File: src/rtl/pdm_mic_ctrl.sv
// pdm_mic_ctrl: PDM microphone clock generator and bit capture with valid/ready output.
// Define PDM_MIC_STEREO_EN to capture on both pdm_clk edges and add the bit_chan output.
module pdm_mic_ctrl #(
   parameter int DIV_HALF      = 20,
   parameter int SETTLE_CYCLES = 4096
) (
   input  logic clk,
   input  logic rst_n,
   input  logic pll_locked,
   input  logic enable,
   input  logic pdm_dat,
   output logic pdm_clk,
   output logic bit_data,
   output logic bit_valid,
   input  logic bit_ready,
   output logic running,
`ifdef PDM_MIC_STEREO_EN
   output logic bit_chan,
`endif
   output logic overrun
);
   localparam logic [7:0]  DIV_LAST = 8'(DIV_HALF - 1);
   localparam logic [15:0] SET_LAST = 16'(SETTLE_CYCLES - 1);

   typedef enum logic [2:0] {IDLE, WAIT_LOCK, SETTLE, RUN, STOP} state_t;
   state_t state, state_nx;
   logic [7:0]  div;
   logic [15:0] cnt;
   logic active, tick, rise, lose, cap;

   assign active = (state == SETTLE) || (state == RUN) || (state == STOP);
   assign tick   = active && (div == DIV_LAST);
   assign rise   = tick && !pdm_clk;
   assign lose   = active && !pll_locked;
`ifdef PDM_MIC_STEREO_EN
   assign cap    = (state == RUN) && tick;
`else
   assign cap    = (state == RUN) && rise;
`endif

   always_ff @(posedge clk or negedge rst_n)
      if (!rst_n) state <= IDLE;
      else state <= state_nx;

   always_comb begin
      state_nx = state;
      case (state)
         IDLE:      state_nx = enable ? WAIT_LOCK : IDLE;
         WAIT_LOCK: state_nx = pll_locked ? SETTLE : WAIT_LOCK;
         SETTLE:    state_nx = !pll_locked ? WAIT_LOCK : !enable ? STOP :
                               (rise && cnt == SET_LAST) ? RUN : SETTLE;
         RUN:       state_nx = !pll_locked ? WAIT_LOCK : !enable ? STOP : RUN;
         STOP:      state_nx = !pll_locked ? WAIT_LOCK : tick ? IDLE : STOP;
         default:   state_nx = IDLE;
      endcase
   end

   always_comb running = (state == RUN);

   // STOP only ever drives pdm_clk low at a toggle point, so the mic never sees a runt pulse
   always_ff @(posedge clk or negedge rst_n)
      if (!rst_n) begin
         div     <= '0;
         cnt     <= '0;
         pdm_clk <= 1'b0;
      end else if (!active || lose) begin
         div     <= '0;
         cnt     <= '0;
         pdm_clk <= 1'b0;
      end else begin
         div <= tick ? 8'd0 : div + 8'd1;
         if (tick) pdm_clk <= (state == STOP) ? 1'b0 : !pdm_clk;
         if (state == SETTLE && rise) cnt <= cnt + 16'd1;
      end

   always_ff @(posedge clk or negedge rst_n)
      if (!rst_n) begin
         bit_data  <= 1'b0;
         bit_valid <= 1'b0;
         overrun   <= 1'b0;
`ifdef PDM_MIC_STEREO_EN
         bit_chan  <= 1'b0;
`endif
      end else begin
         if (state == IDLE && enable) overrun <= 1'b0;
         if (lose) bit_valid <= 1'b0;
         else if (cap && (!bit_valid || bit_ready)) begin
            bit_data  <= pdm_dat;
            bit_valid <= 1'b1;
`ifdef PDM_MIC_STEREO_EN
            bit_chan  <= pdm_clk;
`endif
         end else if (cap) overrun <= 1'b1;
         else if (bit_ready) bit_valid <= 1'b0;
      end
endmodule
File: config.mk
export PLATFORM = sky130hd
export DESIGN_NAME = pdm_mic_ctrl
export DESIGN_NICKNAME = d
export VERILOG_FILES = /design/src/rtl/pdm_mic_ctrl.sv
export SDC_FILE = /design/constraint.sdc
export NUM_CORES = 1
export LEC_CHECK = 0
export ABC_AREA = 1
export CAP_MARGIN = 10
export CORE_ASPECT_RATIO = 1.1
export CORE_MARGIN = 2
export CORE_UTILIZATION = 59
export DETAILED_ROUTE_END_ITERATION = 10
export HOLD_SLACK_MARGIN = 0.15
export PLACE_DENSITY = 0.79
export SYNTH_ARGS = -nofsm -noshare
export SYNTH_HDL_FRONTEND = slang
export SYNTH_SLANG_ARGS = --single-unit
export TNS_END_PERCENT = 30
File: constraint.sdc
create_clock -name clk -period 1.5 [get_ports clk]
set_input_delay 0.15 -clock clk [delete_from_list [all_inputs] [get_ports clk]]
set_output_delay 0.15 -clock clk [all_outputs]
set_load 0.01 [all_outputs]
-- Word level (Yosys, flattened, before mapping)
Cells that the tools add are included.
- add/subtract/negate cells: 2
- equal/unequal tests: 7
- muxes and demuxes: 25
- bitwise operators: 1
- reduce and logical (&&, ||, !) cells: 22
- operator list (kind ; number):
    16-bit 2-to-1 mux ; 2
    3-bit 2-to-1 mux ; 6
    16-bit by 1-bit adder with 16-bit output, second input constant ; 1
    16-bit by 12-bit == test with 1-bit output, second input constant ; 1
    8-bit 2-to-1 mux ; 2
    3-bit case mux with 5 select lines ; 1
    1-bit 2-to-1 mux ; 13
    8-bit by 1-bit adder with 8-bit output, second input constant ; 1
    8-bit by 5-bit == test with 1-bit output, second input constant ; 1
    1-bit logical AND ; 8
    3-bit by 2-bit == test with 1-bit output, second input constant ; 2
    1-bit logical NOT ; 4
    1-bit logical OR ; 4
    2-bit AND reduction ; 2
    2-bit nonzero test ; 2
    3-bit by 1-bit == test with 1-bit output, second input constant ; 1
    3-bit == test, second input constant ; 1
    3-bit logical NOT ; 1
    3-bit by 2-bit inequality test with 1-bit output, second input constant ; 1
    3-bit nonzero test ; 1
    2-bit 2-to-1 mux ; 1
    1-bit inverter ; 1
- register bits: 31
- input bits: 6
- output and inout bits: 5
- word-level logic and storage cells: 64

-- Depth between registers and ports, before layout
- word-level depth: 10
- mapped depth: 10

-- Worst setup path after synthesis
No wires, ideal clock.
- path type: flip-flop to flip-flop
- from: register div[0]
- to: register cnt[10]
- setup time: 0.065 ns
- arrival: 1.319 ns
- path slack: 0.116 ns
- stages on the path, launching flop included: 11
- cells stage by stage: dfrtp_1 -> ha_1 -> inv_2 -> nor2_2 -> nand2_2 -> nor2_4 -> nand3_2 -> nor2_4 -> buf_6 -> nand4_1 -> nand2_1
- cells in the longest elaborated chain, start to end: 5
- RTL lines (what ; line ; RTL):
    start, declared ; 27 ; logic [7:0] div;
    start signal, assigned ; 71 ; div <= tick ? 8'd0 : div + 8'd1;
    8-bit by 5-bit == test with 1-bit output ; 32 ; assign tick = active && (div == DIV_LAST);
    1-bit logical AND ; 32 ;
    1-bit logical AND ; 33 ; assign rise = tick && !pdm_clk;
    1-bit logical AND ; 73 ; if (state == SETTLE && rise) cnt <= cnt + 16'd1;
    2-bit nonzero test (no line) ; - ;
    end signal, assigned ; 73 ;
    end, declared ; 28 ; logic [15:0] cnt;
Every way passes these cells.
A chain may end at the register's enable or synchronous reset.

-- Worst setup path in the final report
- from: register div[0]
- to: register cnt[3]
Same word-level chain as after synthesis.

==> flow_summary.toml <==
[clocking]
root_buffer = "clkbuf_4"
postCtsHoldBufs = 0
cts_made_buffers = 5
htreeDepth = 2
cts_tree = "done"
clock_latency_ns = 0.34
cts_buffer_depth = 2
clk_pin_slew_ns = 0.11
cts_sinks = 31

[pwr]
p_comb_frac = 0.265
p_leak_uw = 0.00103
p_sw_frac = 0.334
power.density_nw_per_um2 = 886
p_int_uw = 1340
power.switching_uw = 670
vdd_drop_max_uv = 763
power_frac_seq = 0.447
p_clk_frac = 0.288
total_power_uw = 2010

[yosys]
synthFlopType = "dfrtp_1"
netlist_instances = 253
synthTopCellsByCount = "61 x nand2_1, 31 x dfrtp_1, 30 x nor2_1"
synth_top_area_share = 0.408
yosysMostFrequentCell = "nand2_1"
synth_fp_nets = 261
synth_edf_count = 0
synth_area_per_cell_um2 = 7.52
async_flop_share = 1.00
ys_types = 27
ys_ff_latch = 31
synth_area_um2 = 1900
synthTopCellsByArea = "dfrtp_1 41%, nand2_1 12%, nand3_1 7.4%, nor2_1 5.9%, nand4_1 5.6%"
ys_seq_area_frac = 0.408
synth_top_area_cell = "dfrtp_1"
ys_warn_count = 0

[timing]
finalSetupViolations = 15
period_needed_ns = 1.59
worst_pin_slew_ns = 0.495
rsz0062_at_grt = "yes"
finClkSkew_ns = 0.0136
finalCritPeriodShare = 1.06
relSlewSlack = 0.668
drv_slew = 0
hold_viol_final = 0
worst_hold_slack_ns = 0.185
max_freq_mhz = 629
setup_ws_ns = -0.0904

[die]
rows = 21
die_w_um = 58.2
die_area_um2 = 3700
start_util = 0.619
dieHeight_um = 63.6
io_pins = 11
coreArea_um2 = 3070

[global_route]
grt_pass1_vias = 1795
antenna_found_initial = 0
overflow = 0
grt_pass1_wl_mm = 7.55
grt_usage = 0.268
grt_start_max_net_pins = 32

[setup_path]
r2r_start = "div[0]$_DFF_PN0_"
worst-r2r-cell-count = 10
reg2reg_to = "cnt[3]$_DFFE_PN0P_"
cp_cell_sequence = "ha_2 -> inv_2 -> nor2_2 -> nand2_2 -> nor2_4 -> nand3_4 -> nor2_4 -> buf_12 -> nand3_1 -> o21ai_2"
crit_family = "simple AND/OR/NAND/NOR gates"
path_class = "register to register"
cp_num_buf_inv = 2
slowest_stage = "dfrtp_1"
worst_path_most_repeated_cell = "nor2_4"
required_ns = 1.77
critPathLaunchType = "register"
critPathMaxFanout = 15
end_kind = "register"
cpPeakStageDelay_ns = 0.38
rrSetupSlack_ns = -0.09
critPathArrivalTime_ns = 1.86

[drt]
wirelength_mm = 4.44
ant_nets = 0
vias_per_cell = 5.61
first_iter_violations = 87
wl_per_cell_um = 14.1
firstDrtPassIters = 4
drc_errors = 0
vias = 1773

[layout]
multiInputGateArea_um2 = 993
seqCellArea_um2 = 776
antenna_cells = 0
drive_above_1_share = 0.188
nNetsFinal = 289
fillCellCount = 244
syn_to_final_growth_pct = 19.1

[placement]
gp_congestion = 0.906
place_hpwl_mm = 3.08
portBuffers = 10

[status]
status = "finished with violations"
failed_checks = "setup timing"

[job]
max-cap-violations = 0

[worst_hold_path]
hold_path_class = "input pin to async pin"
[metrics by stage]
step	instance area (µm²)	setup slack (ns)	util	instances	TNS (ns)
floorplan	1900	0.116	-	253	0
global placement	2140	-0.00933	0.696	305	-0.0166
detailed placement	2140	-0.0516	0.696	305	-0.478
CTS	2230	-0.00361	0.725	315	-0.00464
global route	2270	-0.187	0.737	316	-2.72
finish	2270	-0.0904	0.737	316	-1.05
[timing repair]
action | CTS | global route
pin swaps | 0 | 5
setup buffers | 2 | 1
resized for setup | 3 | 11
endpoints found under the hold margin | 0 | 0
setup endpoints to repair | 18 | 22
[logic make-up (layout without fill, tap and decap cells)]
logic type      count (synthesis)  after routing  synth area share
buf+inv                        37             66            0.0907
simple gates                  160            160             0.408
fa+ha+maj                       2              2            0.0131
xor+xnor                        5              5            0.0230
compound gates                 18             18            0.0579
flops                          31             31             0.408
[area by class of cell]
cell class / count / area share
Timing Repair Buffer: 26 / 0.117
Tap cell: 34 / 0.0188
Inverter: 32 / 0.0530
Clock buffer: 8 / 0.0304
Multi-Input combinational cell: 185 / 0.438
Sequential cell: 31 / 0.342
[power groups by stage]
stage / Combinational [µW] / Sequential [µW] / Clock [µW]
after CTS: 499 / 896 / 585
final: 532 / 897 / 578
after floorplan: 327 / 913 / 0
after global placement: 474 / 916 / 0
after detailed placement: 478 / 916 / 0
after global routing: 593 / 898 / 611
[placed cells by master (no fill, tap or decap), types with 2 or more instances in the layout]
master / netlist / routed
o21ai_1: 4 / 3
o21bai_1: 5 / 5
a21oi_1: 2 / 2
inv_2: 5 / 6
clkbuf_8: 0 / 2
nor2_1: 30 / 27
nand2_1: 61 / 60
nand3_2: 2 / 2
o22ai_1: 2 / 2
nand4_1: 17 / 17
clkbuf_4: 0 / 5
dfrtp_1: 31 / 31
clkdlybuf4s50_1: 0 / 9
nand3_1: 28 / 27
inv_1: 27 / 26
o31ai_1: 2 / 2
nor3b_1: 3 / 2
xor2_1: 5 / 5
buf_4: 1 / 12
nand3_4: 1 / 2
nor2_4: 3 / 3
or2_2: 2 / 2
buf_12: 0 / 4
nor2_2: 1 / 4
o21ai_0: 3 / 3
nand2_2: 5 / 5
nor3_1: 5 / 5
[worst max-delay path by stage]
stage                           to              from  slack, ns  depth (start not counted)
6_report        cnt[3]$_DFFE_PN0P_  div[0]$_DFF_PN0_      -0.09                         10
5_1_grt         cnt[3]$_DFFE_PN0P_  div[1]$_DFF_PN0_      -0.19                         10
4_1_cts         cnt[3]$_DFFE_PN0P_  div[1]$_DFF_PN0_     -0.004                         10
3_5_place_dp   cnt[10]$_DFFE_PN0P_  div[0]$_DFF_PN0_      -0.05                          9
3_3_place_gp    cnt[8]$_DFFE_PN0P_  div[0]$_DFF_PN0_     -0.009                          9
2_1_floorplan  cnt[10]$_DFFE_PN0P_  div[0]$_DFF_PN0_       0.12                         10
[per-layer routing]
metal	global-route usage	wire (µm)
met5	0	0
met1	0.302	1890
met3	0.0657	159
met2	0.450	2210
met4	0.157	180
[sequential cells by signal, indices dropped and copies added (netlist names)]
name / cells
bit_data: 1
bit_valid: 1
state: 3
overrun: 1
pdm_clk: 1
cnt: 16
div: 8
(Power assumes the default switching activity.)
